$ cat config.mk
export PLATFORM = sky130hd
export DESIGN_NAME = mem_arbiter
export DESIGN_NICKNAME = d
export VERILOG_FILES = /design/src/rtl/butterfly_pkg.sv /design/src/rtl/mem_arbiter.sv
export SDC_FILE = /design/constraint.sdc
export NUM_CORES = 1
export LEC_CHECK = 0
export BUFFER_PORTS_ARGS = -buffer_cell sky130_fd_sc_hd__buf_2
export CAP_MARGIN = 20
export CORE_UTILIZATION = 40
export CTS_BUF_LIST = sky130_fd_sc_hd__clkbuf_2
export DETAILED_ROUTE_END_ITERATION = 8
export GPL_TIMING_DRIVEN = 1
export HOLD_SLACK_MARGIN = 0.12
export PLACE_DENSITY = 0.73
export SYNTH_ARGS = -nofsm -noshare
export SYNTH_HDL_FRONTEND = slang
export SYNTH_SLANG_ARGS = --single-unit
$ cat constraint.sdc
create_clock -name clk_i -period 2.5 [get_ports clk_i]
set_clock_uncertainty 0.1 [all_clocks]
set_input_delay 0.5 -clock clk_i [delete_from_list [all_inputs] [get_ports clk_i]]
set_output_delay 0.5 -clock clk_i [all_outputs]
set_load 0.005 [all_outputs]
$ cat src/rtl/butterfly_pkg.sv
// butterfly_pkg: shared types and constants for the ButterFly memory arbiter.
//   arb_state_e        arbiter FSM states
//   GRANT_*            one-hot grant encodings (bit0 fetch, bit1 data)
//   tmo_width()        width of the watchdog counter for a given timeout
package butterfly_pkg;

  typedef enum logic [1:0] {
    IDLE  = 2'd0,
    GNT_I = 2'd1,
    GNT_D = 2'd2
  } arb_state_e;

  localparam logic [1:0] GRANT_NONE = 2'b00;
  localparam logic [1:0] GRANT_I    = 2'b01;
  localparam logic [1:0] GRANT_D    = 2'b10;

  localparam int TIMEOUT_CYCLES_DEFAULT = 255;

  // Width of the timeout counter, $clog2(TIMEOUT_CYCLES+1). A disabled
  // watchdog (0) still gets one bit so the counter stays a legal vector.
  function automatic int tmo_width(input int cycles);
    return (cycles == 0) ? 1 : $clog2(cycles + 1);
  endfunction

endpackage

$ cat src/rtl/mem_arbiter.sv
// mem_arbiter: shares one memory bus between the instruction-fetch port and
// the data port. One transaction in flight; data has fixed priority, a
// starvation counter forces a fetch win after STARVE_MAX lost arbitrations,
// and a watchdog ends hung transactions with an error completion.
//
// Ports:
//   clk_i, rst_n_i                      clock, synchronous active-low reset
//   if_req_i, if_addr_i                 fetch request
//   if_rdata_o, if_ready_o, if_err_o    fetch completion
//   d_valid_i, d_we_i, d_addr_i,
//   d_wdata_i, d_wstrb_i                data request
//   d_rdata_o, d_ready_o, d_err_o       data completion
//   mem_valid_o, mem_we_o, mem_addr_o,
//   mem_wdata_o, mem_wstrb_o            downstream request
//   mem_rdata_i, mem_ready_i            downstream response
//   grant_o                             one-hot owner (00 when idle)
//
// State table:
//   IDLE  | no owner; arbitrate between fetch and data requests
//   GNT_I | fetch owns the bus, waiting for mem_ready_i or timeout
//   GNT_D | data owns the bus, waiting for mem_ready_i or timeout
module mem_arbiter
  import butterfly_pkg::*;
#(
  parameter int STARVE_MAX     = 4,
  parameter int TIMEOUT_CYCLES = TIMEOUT_CYCLES_DEFAULT
) (
  input  logic        clk_i,
  input  logic        rst_n_i,
  input  logic        if_req_i,
  input  logic [31:0] if_addr_i,
  output logic [31:0] if_rdata_o,
  output logic        if_ready_o,
  output logic        if_err_o,
  input  logic        d_valid_i,
  input  logic        d_we_i,
  input  logic [31:0] d_addr_i,
  input  logic [31:0] d_wdata_i,
  input  logic [3:0]  d_wstrb_i,
  output logic [31:0] d_rdata_o,
  output logic        d_ready_o,
  output logic        d_err_o,
  output logic        mem_valid_o,
  output logic        mem_we_o,
  output logic [31:0] mem_addr_o,
  output logic [31:0] mem_wdata_o,
  output logic [3:0]  mem_wstrb_o,
  input  logic [31:0] mem_rdata_i,
  input  logic        mem_ready_i,
  output logic [1:0]  grant_o
);

  localparam int              TMO_W      = tmo_width(TIMEOUT_CYCLES);
  localparam logic [3:0]      STARVE_LIM = 4'(STARVE_MAX);
  localparam logic [TMO_W-1:0] TMO_LAST  =
    TMO_W'((TIMEOUT_CYCLES == 0) ? 0 : TIMEOUT_CYCLES - 1);
  localparam bit              TMO_EN     = (TIMEOUT_CYCLES != 0);

  arb_state_e        state_q, state_d;
  logic [3:0]        starve_q, starve_d;
  logic [TMO_W-1:0]  tmo_q, tmo_d;
  logic              we_q, we_d;
  logic [31:0]       addr_q, addr_d;
  logic [31:0]       wdata_q, wdata_d;
  logic [3:0]        wstrb_q, wstrb_d;

  logic              done;
  logic              timed_out;

  always_ff @(posedge clk_i) begin
    if (!rst_n_i) begin
      state_q  <= IDLE;
      starve_q <= '0;
      tmo_q    <= '0;
      we_q     <= 1'b0;
      addr_q   <= '0;
      wdata_q  <= '0;
      wstrb_q  <= '0;
    end else begin
      state_q  <= state_d;
      starve_q <= starve_d;
      tmo_q    <= tmo_d;
      we_q     <= we_d;
      addr_q   <= addr_d;
      wdata_q  <= wdata_d;
      wstrb_q  <= wstrb_d;
    end
  end

  always_comb begin
    state_d     = state_q;
    starve_d    = starve_q;
    tmo_d       = tmo_q;
    we_d        = we_q;
    addr_d      = addr_q;
    wdata_d     = wdata_q;
    wstrb_d     = wstrb_q;
    done        = 1'b0;
    timed_out   = 1'b0;
    mem_valid_o = 1'b0;
    mem_we_o    = 1'b0;
    mem_addr_o  = '0;
    mem_wdata_o = '0;
    mem_wstrb_o = '0;
    grant_o     = GRANT_NONE;
    if_ready_o  = 1'b0;
    if_err_o    = 1'b0;
    if_rdata_o  = '0;
    d_ready_o   = 1'b0;
    d_err_o     = 1'b0;
    d_rdata_o   = '0;

    case (state_q)
      IDLE: begin
        tmo_d = '0;
        if (d_valid_i && !(if_req_i && starve_q == STARVE_LIM)) begin
          state_d = GNT_D;
          we_d    = d_we_i;
          addr_d  = d_addr_i;
          wdata_d = d_wdata_i;
          wstrb_d = d_wstrb_i;
          // Fetch only loses an arbitration when it was actually asking.
          if (if_req_i)
            starve_d = (starve_q == STARVE_LIM) ? STARVE_LIM : starve_q + 4'd1;
          else
            starve_d = '0;
        end else if (if_req_i) begin
          state_d  = GNT_I;
          we_d     = 1'b0;
          addr_d   = if_addr_i;
          wdata_d  = '0;
          wstrb_d  = '0;
          starve_d = '0;
        end else begin
          starve_d = '0;
        end
      end

      GNT_I, GNT_D: begin
        mem_valid_o = 1'b1;
        mem_we_o    = we_q;
        mem_addr_o  = addr_q;
        mem_wdata_o = wdata_q;
        mem_wstrb_o = wstrb_q;
        grant_o     = (state_q == GNT_I) ? GRANT_I : GRANT_D;
        tmo_d       = tmo_q + 1'b1;

        // A real response wins over the watchdog firing in the same cycle.
        if (mem_ready_i) begin
          done = 1'b1;
        end else if (TMO_EN && tmo_q == TMO_LAST) begin
          done      = 1'b1;
          timed_out = 1'b1;
        end

        if (done) begin
          state_d = IDLE;
          // A reset landing on the completion cycle abandons the transaction.
          if (state_q == GNT_I) begin
            if_ready_o = rst_n_i;
            if_err_o   = rst_n_i & timed_out;
            if_rdata_o = (rst_n_i && !timed_out) ? mem_rdata_i : '0;
          end else begin
            d_ready_o  = rst_n_i;
            d_err_o    = rst_n_i & timed_out;
            d_rdata_o  = (rst_n_i && !timed_out) ? mem_rdata_i : '0;
          end
        end
      end

      default: state_d = IDLE;
    endcase
  end

endmodule

======== Yosys cells after proc, flatten, opt, wreduce, memory -nomap -nowiden ========
Cells that the tools add are included.
operators by class
  add/subtract/negate cells ............... 2
  eq/ne operators ......................... 6
  muxes and demuxes ....................... 47
  bitwise gates (word level) .............. 1
  reduce and logical (&&, ||, !) cells .... 11
operators by type and width
  operator               count
  $mux W32               13
  $mux W4                6
  $mux W1                21
  $pmux W8 S2            1
  $mux W2                5
  $add A8 B1 Y8 const B  1
  $eq A8 B8 Y1 const B   1
  $add A4 B1 Y4 const B  1
  $eq A4 B3 Y1 const B   1
  $pmux W2 S2            1
  $reduce_and A2 Y1      2
  $reduce_bool A2 Y1     2
  $logic_and A1 B1 Y1    3
  $ne A3 B3 Y1 const B   1
  $eq A2 B1 Y1 const B   1
  $eq A2 B2 Y1 const B   1
  $logic_not A1 Y1       2
  $logic_not A2 Y1       1
  $ne A2 B2 Y1 const B   1
  $reduce_or A2 Y1       1
  $and A1 B1 Y1          1
word-level totals
  flip-flop bits (word level) ............. 83
  bits of input ports ..................... 138
  output and inout bits ................... 140
  logic and storage cells ................. 74

======== Longest topological paths before layout ========
Gate-level depths: netlist (run 1).
  word-level depth ........................ 10
  gate-level depth with buffers ........... 8
  depth with buffers taken out ............ 6

======== Worst setup path before layout (run 1) ========
No wires, ideal clock.
  path type ............................... register to output
  from .................................... reg state_q[0]
  to ...................................... out if_rdata_o[10]
  data arrival time ....................... 1,424 ps
  required time ........................... 1,900 ps
  slack ................................... 476 ps
  stages on the path, launching flop included .. 7
  path buffers ............................ 1
  cell sequence ........................... dfxtp_1 -> inv_1 -> ha_1 -> nand3_1 -> nor2_1 -> clkbuf_1 -> and2_1
on the way
  cells in the longest elaborated chain, start to end .. 4
  elaborated cells on any way between the ends .. 6
  those cells by class .................... eq/ne (2); mux (3); reduce/logical (1)
ends and longest elaborated chain
  what                    RTL line                                source
  start, declared         mem_arbiter.sv:59                       arb_state_e state_q, state_d;
  start signal, assigned  mem_arbiter.sv:80                       state_q <= state_d;
  $eq A2 B1 Y1            mem_arbiter.sv:113, mem_arbiter.sv:159
  $mux W32                mem_arbiter.sv:159                      if (state_q == GNT_I) begin
  $mux W32                mem_arbiter.sv:156                      if (done) begin
  $mux W32 *              mem_arbiter.sv:113                      case (state_q)
  end, declared           mem_arbiter.sv:32                       output logic [31:0] if_rdata_o,
Every way passes the cells marked *; elsewhere a longest branch is shown, timed or not.

======== Final worst setup path (run 1) ========
  from .................................... reg state_q[0]
  to ...................................... out d_rdata_o[3]
on the way
  cells in the longest elaborated chain, start to end .. 4
  elaborated cells on any way between the ends .. 6
  those cells by class .................... eq/ne (2); mux (3); reduce/logical (1)
ends and longest elaborated chain
  what           RTL line                                source
  $eq A2 B1 Y1   mem_arbiter.sv:113, mem_arbiter.sv:159
  $mux W32       mem_arbiter.sv:159
  $mux W32       mem_arbiter.sv:156
  $mux W32 *     mem_arbiter.sv:113
  end, declared  mem_arbiter.sv:40                       output logic [31:0] d_rdata_o,
Marks and branches as above.

==> reports/qor.yml, run 1 <==
drt-pass1-iter-count: 4
multi_input_area_mm2: 0.00264
worst-path-buf-inv: 3
layout_worst_path_cycle_share_pct: 105
syn_nets: 736
n_fill_cell: 839
synth.avg_cell_area_um2: 7.56
r2r_slack_ns: 0.13
setup_viol: 133
clk_pin_slew_worst_paths_ns: 0.25
synthCells: 590
hold_ws_ns: 0.173
final_cell_mix: "253 x buf_2, 110 x nand2_1, 101 x dlygate4sd3_1, 96 x and2_1, 81 x dfxtp_1"
initialDrtViolationCount: 403
finalMaxSlewViolations: 0
grt.busiest_layer: "met2"
final_nets: 1112
async_flop_share_pct: 0
vdd_drop_max_uv: 282
grt.met2_usage_pct: 52.3
reg2reg_to: "addr_q[30]"
whs_endpoint: "state_q[0]"
worstReg2RegStart: "starve_q[0]"
maxCapViolations: 0
critPathSlowestCell: "dfxtp_2"
numCtsBuffers: 9
power.leakage_nw: 3.79
crit_chain: "inv_2 > ha_4 > nand2_4 > nor3_4 > buf_6 > and2_1 > buf_2"
std_cell_rows: 38
grt_pass1_wl_um: 24300
die_width_um: 108
grt_usage_pct: 26.9
design.die.area_mm2: 0.0116
clk_latency_ns: 0.52
crit_fanout: 8
layout-drive-gt1-share_pct: 39.9
reg2reg_depth: 8
layout_setup_ws_ns: -0.116
finalCriticalPeriod_ns: 2.62
wl_per_cell_um: 16.4
gp_congestion: 0.763
status: "complete, but fails checks"
io_buffers: 277
ios: 278
die_h_um: 108
critPathCaptureType: "primary output"
regArea_mm2: 0.00166
fmax_mhz: 382
whs_path_depth: 3
max-clock-path-buffers: 2
grt_max_degree: 56
grtUsageMet1_pct: 28.0
max_slew_margin_pct: 64.1
synth_seq_cells: 83
ys.flop_type: "dfxtp_1"
core_mm2: 0.0108
syn-cell-area_mm2: 0.00446
cts.htree.levels: 3
ant_nets: 0
via_per_inst: 5.16
overflow: 0
hold_class: "input port to flop"
synth-seq-area-share_pct: 37.2
num_vias: 5744
syn2layout_area_growth_pct: 72.0
crit_arrival_ns: 2.02
cp_top_family: "simple AND/OR/NAND/NOR gates"
tightestPinTransition_ns: 0.538
grt_pass1_vias: 5120
clock_sinks: 83
final_util_pct: 70.8
drcViolationCount: 0
hold_start: "rst_n_i"
cts_tree: "built"
startpoint_type: "flop"
wirelength_um: 18200
ys.warnings.count: 0
crit_required_ns: 1.90
dp_hpwl_um: 9430
violations: "setup timing"
antenna_found_initial: 2
critPathMaxStageDelay_ns: 0.39
start_util_pct: 41.2
rsz0062_at_grt: "true"
use_met3_pct: 4.66
synth_edf_count: 0
crit_type: "flop to primary output"
p_per_area_mw_per_mm2: 445
hold_violations: 0
final_common_cell: "buf_2"
cts-root-buf: "clkbuf_2"
ys_types: 38
per-layer routing:
layer  up-vias  part of all wire (%)
met5         -                     0
met4         0                   4.0
met2       275                    54
li1       2717                     -
met3        63                   5.6
met1      2689                    37
what timing repair did:
action                                 CTS  global route
hold buffers                           101             0
setup endpoints to repair              127           155
endpoints found under the hold margin   69             0
buffers inserted                         5             4
gates cloned                             6             9
gates resized for setup                 33            68
pin swaps                               26            13
cell type report:
type | instances | area share, %
antenna | 2 | 0.0652
clock buffer | 10 | 0.652
clock inverter | 6 | 0.635
inverter | 7 | 0.342
multi-input combinational | 451 | 34.4
sequential | 83 | 21.7
tap | 140 | 2.28
timing repair buffer | 414 | 40.0
stage by stage:
step | power, mW | worst slack (ns) | setup TNS (ns) | area, um2 | instances
finish | 3.42 | -0.116 | -9.08 | 7680 | 1113
global route | 3.59 | -0.215 | -21.59 | 7680 | 1113
CTS | 3.17 | -0.151 | -8.29 | 7200 | 1098
detailed placement | 2.26 | 0.363 | 0 | 5880 | 970
global placement | 2.26 | 0.380 | 0 | 5880 | 970
floorplan | 1.97 | 0.476 | 0 | 4460 | 590
power breakdown:
| group | internal, mW | total [mW] | switching [mW] |
|---|---|---|---|
| registers | 1.44 | 1.50 | 0.0545 |
| clock network | 0.143 | 0.658 | 0.515 |
| logic | 0.674 | 1.26 | 0.587 |
Yosys cell counts (9+ instances only):
cell type / n / area (um2)
dfxtp_1: 83 / 1660
clkbuf_1: 23 / 86.3
buf_6: 9 / 101
nor2_1: 12 / 45.0
buf_4: 9 / 67.6
a21oi_1: 44 / 220
and2_1: 133 / 832
buf_2: 9 / 45.0
o21ai_0: 31 / 155
nand3_1: 39 / 195
a31oi_1: 32 / 200
nand2_1: 111 / 417
registers in the layout (all words and copies together), names as in the netlist:
register  flops
addr_q       32
wdata_q      32
tmo_q         8
starve_q      4
wstrb_q       4
state_q       2
we_q          1
kinds of logic (layout without fill, tap and decap cells):
logic type,after synthesis,in the layout,share of synthesized area (%)
xor+xnor,5,5,0.981
fa+ha+maj,8,8,2.24
simple gates,319,320,37.3
compound gates,118,118,14.9
flops,83,83,37.2
buf+inv,57,437,7.32
other cells,0,2,0
worst max path at each step:
| stage | startpoint | endpoint | slack (ns) | depth (start not counted) |
|---|---|---|---|---|
| after floorplan | state_q[0] | if_rdata_o[10] | 0.48 | 6 |
| after global placement | state_q[1] | mem_wdata_o[27] | 0.38 | 5 |
| after detailed placement | state_q[0] | if_rdata_o[13] | 0.36 | 7 |
| after CTS | state_q[0] | d_rdata_o[18] | -0.15 | 7 |
| after global routing | state_q[0] | if_rdata_o[7] | -0.22 | 7 |
| final | state_q[0] | d_rdata_o[3] | -0.12 | 7 |
tightest hold or removal path, stage by stage:
cell and delay (ns):
buf_2 0.15, nand2_1 0.07, o32ai_1 0.07
No activity file was read; power rests on OpenSTA's default activity.
==> inputs of run 2 (changes only) <==
==> constraint.sdc (replaced) <==
create_clock -name clk_i -period 2.48 [get_ports clk_i]
set_clock_uncertainty 0.1 [all_clocks]
set_input_delay 0.496 -clock clk_i [delete_from_list [all_inputs] [get_ports clk_i]]
set_output_delay 0.496 -clock clk_i [all_outputs]
set_load 0.005 [all_outputs]
==> run 2 against run 1 <==
Compared with the run above:
- the run still ends with setup timing left
- global-route usage unchanged
- combinational power hardly changed
- first-iteration DRC count is 5.7% higher
- clock power about the same
- largest cell class unchanged
- largest power group unchanged
==> reports/qor.yml, run 2 (synthesis results as in run 1) <==
std_cell_rows: 38
antenna_found_initial: 2
layout_worst_path_cycle_share_pct: 105
die_width_um: 108
cts.htree.levels: 3
core_mm2: 0.0108
crit_type: "flop to primary output"
power.leakage_nw: 3.81
initialDrtViolationCount: 426
tightestPinTransition_ns: 0.536
grt_pass1_vias: 5120
crit_required_ns: 1.88
grt_usage_pct: 26.9
top_regs: "addr_q: 32 flops, wdata_q: 32 flops, tmo_q: 8 flops"
setup_viol: 133
finalCriticalPeriod_ns: 2.59
cts_tree: "built"
numCtsBuffers: 9
overflow: 0
clk_latency_ns: 0.50
whs_endpoint: "state_q[0]"
status: "complete, but fails checks"
whs_path_depth: 3
final_cell_count_no_fill: 1116
ant_nets: 0
ios: 278
drt-pass1-iter-count: 5
r2r_slack_ns: 0.16
violations: "setup timing"
wl_per_cell_um: 16.3
regArea_mm2: 0.00166
grt_max_degree: 56
start_util_pct: 41.2
hold_ws_ns: 0.192
fmax_mhz: 386
startpoint_type: "flop"
hold_class: "input port to flop"
final_common_cell: "buf_2"
final_nets: 1115
crit_fanout: 8
n_fill_cell: 840
maxCapViolations: 0
hold_start: "rst_n_i"
wirelength_um: 18200
io_buffers: 277
drcViolationCount: 0
hold_violations: 0
p_per_area_mw_per_mm2: 446
grt_pass1_wl_um: 24300
vdd_drop_max_uv: 294
reg2reg_depth: 7
rsz0062_at_grt: "true"
die_h_um: 108
finalMaxSlewViolations: 0
via_per_inst: 5.18
clock_sinks: 83
crit_arrival_ns: 2.00
num_vias: 5784
clk_pin_slew_worst_paths_ns: 0.26
max-clock-path-buffers: 2
layout_setup_ws_ns: -0.112
multi_input_area_mm2: 0.00264
finalSetupTns_ns: -8.38
critPathCaptureType: "primary output"
design.die.area_mm2: 0.0116
p_total_mw: 3.44
layout-drive-gt1-share_pct: 40.0
final_util_pct: 71.0
reg2reg_to: "addr_q[26]"
final_cell_mix: "253 x buf_2, 110 x nand2_1, 101 x dlygate4sd3_1, 96 x and2_1, 81 x dfxtp_1"
worstReg2RegStart: "state_q[1]"
syn2layout_area_growth_pct: 72.6
crit_start: "state_q[0]"
place_inst: 970
dp_hpwl_um: 9430
cts-root-buf: "clkbuf_2"
gp_congestion: 0.763
max_slew_margin_pct: 64.2
[run 2: routing by layer]
metal | global-route usage, % | share of wire [%]
met1 | 28.0 | 37
met2 | 52.3 | 53
met3 | 4.66 | 6.1
met4 | 11.2 | 4.0
met5 | 0 | 0
[run 2: worst max-delay path: stages (launching register included)]
cell and delay (ns):
dfxtp_2 0.39, inv_2 0.05, ha_4 0.29, nand2_4 0.06, nor3_4 0.26, buf_6 0.20, and2_1 0.14, buf_2 0.11
[run 2: worst max-delay path by stage]
stage | to | slack, ns | depth (start not counted)
6_report | d_rdata_o[3] | -0.11 | 7
5_1_grt | if_rdata_o[7] | -0.21 | 7
4_1_cts | d_rdata_o[18] | -0.17 | 7
3_5_place_dp | if_rdata_o[13] | 0.35 | 7
3_3_place_gp | mem_wdata_o[27] | 0.36 | 5
2_1_floorplan | if_rdata_o[10] | 0.46 | 6
[run 2: cell type report]
type | count | share of cell area (%)
Antenna cell | 2 | 0.0650
Clock buffer | 10 | 0.650
Clock inverter | 6 | 0.634
Inverter | 7 | 0.341
Multi-Input combinational cell | 451 | 34.3
Sequential cell | 83 | 21.6
Tap cell | 140 | 2.27
Timing Repair Buffer | 417 | 40.1
[run 2: power by group]
group          internal [mW]  switching [mW]
Sequential              1.45          0.0556
Combinational          0.683           0.589
Clock                  0.145           0.513
Total                   2.28            1.16
[run 2: what timing repair did]
action | 4_1_cts | 5_1_grt
endpoints found under the setup margin | 135 | 160
cloned | 6 | 9
pin swaps | 26 | 14
endpoints found under the hold margin | 69 | 0
gates resized for setup | 33 | 68
hold buffers | 101 | 0
buffers inserted | 5 | 7
[run 2: stage by stage]
step / setup WS [ns] / instance area [um2]
2_1_floorplan: 0.460 / 4460
3_3_place_gp: 0.364 / 5880
3_5_place_dp: 0.347 / 5880
4_1_cts: -0.167 / 7200
5_1_grt: -0.209 / 7700
6_report: -0.112 / 7700
==> inputs of run 3 (changes only) <==
--- a/config.mk
+++ b/config.mk
@@ -5,14 +5,17 @@
 export SDC_FILE = /design/constraint.sdc
 export NUM_CORES = 1
 export LEC_CHECK = 0
+export ABC_AREA = 1
 export BUFFER_PORTS_ARGS = -buffer_cell sky130_fd_sc_hd__buf_2
 export CAP_MARGIN = 20
-export CORE_UTILIZATION = 40
+export CELL_PAD_IN_SITES_DETAIL_PLACEMENT = 2
+export CELL_PAD_IN_SITES_GLOBAL_PLACEMENT = 2
+export CORE_UTILIZATION = 22
 export CTS_BUF_LIST = sky130_fd_sc_hd__clkbuf_2
 export DETAILED_ROUTE_END_ITERATION = 8
 export GPL_TIMING_DRIVEN = 1
 export HOLD_SLACK_MARGIN = 0.12
-export PLACE_DENSITY = 0.73
+export PLACE_DENSITY = 0.8
 export SYNTH_ARGS = -nofsm -noshare
 export SYNTH_HDL_FRONTEND = slang
 export SYNTH_SLANG_ARGS = --single-unit
==> run 3 against run 2 <==
Compared with the run above:
- the run still ends with setup timing left
- total power rose by 18%
- non-clock buffer count rose by 15
- sequential share of layout area fell by 2.5 points
- clock power rose by 3%
- first-iteration DRC count fell by 32%
- maximum frequency fell by 0.11%
- cell count rose by 37%
- wire length rose by 63%
- worst hold slack got worse by 0.028 ns
- via count rose by 26%
- register-to-register slack barely moved
- utilization fell by 33 points
- critical endpoint is now mem_wdata_o[7]
- highest routed layer unchanged
==> reports/qor.yml, run 3 <==
synth_seq_cells: 83
wl_met1_um: 11200
ys.warnings.count: 0
finalCriticalPeriod_ns: 2.59
syn-cell-area_mm2: 0.00510
ys_types: 26
ys.flop_type: "dfxtp_1"
finalMaxSlewViolations: 0
met3_length_um: 1560
start_util_pct: 22.5
grt_max_degree: 84
clock_sinks: 83
max_slew_margin_pct: 59.6
whs_path_depth: 5
crit_fanout: 8
post-place-ws_ns: 0.232
cts_tree: "built"
reg2reg_to: "addr_q[24]"
die_h_um: 154
hold_violations: 0
reg2reg_depth: 11
drcViolationCount: 0
tightestPinTransition_ns: 0.602
cts-root-buf: "clkbuf_2"
power.leakage_nw: 4.84
syn_nets: 1004
critPathCaptureType: "primary output"
clk_pin_slew_worst_paths_ns: 0.27
synth_area_leader_cell: "dfxtp_1"
overflow: 0
p_total_mw: 4.07
crit_type: "flop to primary output"
final_nets: 1378
num_vias: 7262
startpoint_type: "flop"
crit_arrival_ns: 2.00
wl_per_cell_um: 19.4
synth.most_common_cell: "nand2_1"
antenna_found_initial: 2
top_regs: "addr_q: 32 flops, wdata_q: 32 flops, tmo_q: 8 flops"
worstReg2RegStart: "starve_q[1]"
via_per_inst: 4.77
vdd_drop_max_uv: 262
layout_worst_path_cycle_share_pct: 105
status: "complete, but fails checks"
die_width_um: 154
grt_usage_pct: 22.5
drt-pass1-iter-count: 5
final_cell_mix: "269 x buf_2, 199 x nand2_1, 119 x nor2_1, 109 x inv_1, 102 x dlygate4sd3_1"
layout_setup_ws_ns: -0.115
highest_layer: "met4"
wirelength_um: 29500
numCtsBuffers: 9
async_flop_share_pct: 0
dp_hpwl_um: 15300
rsz0062_at_grt: "true"
final_common_cell: "buf_2"
n_fill_cell: 2751
io_buffers: 277
synth_edf_count: 0
whs_endpoint: "addr_q[2]"
syn2layout_area_growth_pct: 71.4
std_cell_rows: 55
initialDrtViolationCount: 291
ys_top_cells_by_count: "221 x nand2_1, 145 x nor2_1, 124 x inv_1"
place_inst: 1370
synthCells: 858
violations: "setup timing"
gp_congestion: 0.739
hold_class: "input port to flop"
maxCapViolations: 0
grt_pass1_vias: 7876
crit_required_ns: 1.88
synth.avg_cell_area_um2: 5.95
final_cell_count_no_fill: 1524
fmax_mhz: 385
synth-seq-area-share_pct: 32.6
layout-drive-gt1-share_pct: 34.2
grt_pass1_wl_um: 42100
yosysTopAreaCellShare_pct: 32.6
r2r_slack_ns: 0.16
ant_nets: 0
p_per_area_mw_per_mm2: 465
synth_area_leaders: "dfxtp_1 33%, nand2_1 16%, nor2_1 11%"
wl_met2_um: 16000
clk_latency_ns: 0.59
cts.htree.levels: 3
hold_start: "if_addr_i[2]"
design.die.area_mm2: 0.0238
max-clock-path-buffers: 2
ios: 278
setup_viol: 120
core_mm2: 0.0227
run 3: cell count changes after synthesis, sizes merged, moves of 3 or more:
cell / change
nand4: +62
nand2b: -3
o21ai: +6
clkbuf: +4
nor2b: -3
inv: +120
nand2: +110
buf: +15
a31oi: -31
and2: -134
nor2: +133
run 3: metrics by stage:
stage | hold slack, ns | setup TNS, ns | instance area, um2 | utilization (%)
3_5_place_dp | 0.341 | 0 | 6720 | 29.6
3_3_place_gp | 0.334 | 0 | 6720 | 29.6
6_report | 0.164 | -5.05 | 8750 | 38.5
2_1_floorplan | 0.321 | 0 | 5100 | -
4_1_cts | 0.121 | -6.93 | 8230 | 36.2
5_1_grt | 0.141 | -23.52 | 8750 | 38.5
run 3: timing repair:
action | CTS | global route
endpoints found under the setup margin | 138 | 160
setup buffers | 13 | 8
gates resized for setup | 55 | 82
hold buffers | 99 | 3
gates cloned | 5 | 9
pin swaps | 13 | 17
hold endpoints to repair | 69 | 2
run 3: area by class of cell:
class / instances / area, um2 / area share [%]
flip-flops and latches: 83 / 1670 / 19.1
repair buffers: 432 / 3270 / 37.4
well taps: 285 / 357 / 4.08
diodes: 2 / 5.00 / 0.0572
clock buffers: 10 / 50.0 / 0.572
multi-input cells: 579 / 2860 / 32.7
clock inverters: 6 / 40.0 / 0.458
inverters: 127 / 492 / 5.62
run 3: cells by family after synthesis:
family                     count (synthesis)  share of synthesized area [%]
adders and majority gates                  8                           1.96
buffers and inverters                    196                           16.1
AOI/OAI and AO/OA                         90                           9.25
DFF                                       83                           32.6
and+or+nand+nor                          479                           39.8
xor gates and xnor gates                   2                          0.343
run 3: how the worst max path moves through the flow:
stage,from,cells after the start,endpoint,slack (ns)
after floorplan,state_q[0],6,d_err_o,0.41
after global placement,mem_ready_i,5,if_rdata_o[11],0.30
after detailed placement,state_q[0],6,d_rdata_o[5],0.23
after CTS,state_q[0],7,d_rdata_o[26],-0.09
after global routing,state_q[0],7,if_rdata_o[18],-0.24
final,state_q[1],7,mem_wdata_o[7],-0.11
run 3: critical path, cell delays in order (launching register included):
cell	delay (ns)
dfxtp_2	0.40
inv_2	0.06
ha_4	0.36
buf_12	0.16
clkbuf_16	0.18
nand2_1	0.06
inv_1	0.06
buf_2	0.11
run 3: power breakdown:
group	total [mW]	leakage [nW]	switching [mW]	internal (mW)
registers	1.58	0.689	0.0956	1.49
clock network	0.676	0.0536	0.542	0.134
logic	1.81	4.10	0.984	0.828
total	4.07	4.84	1.62	2.45
run 3: routing by layer:
metal / GRT usage [%] / vias to the layer above
met5: 0 / -
met4: 7.31 / 0
met3: 5.02 / 41
met2: 43.9 / 238
met1: 23.5 / 3553
li1: - / 3430
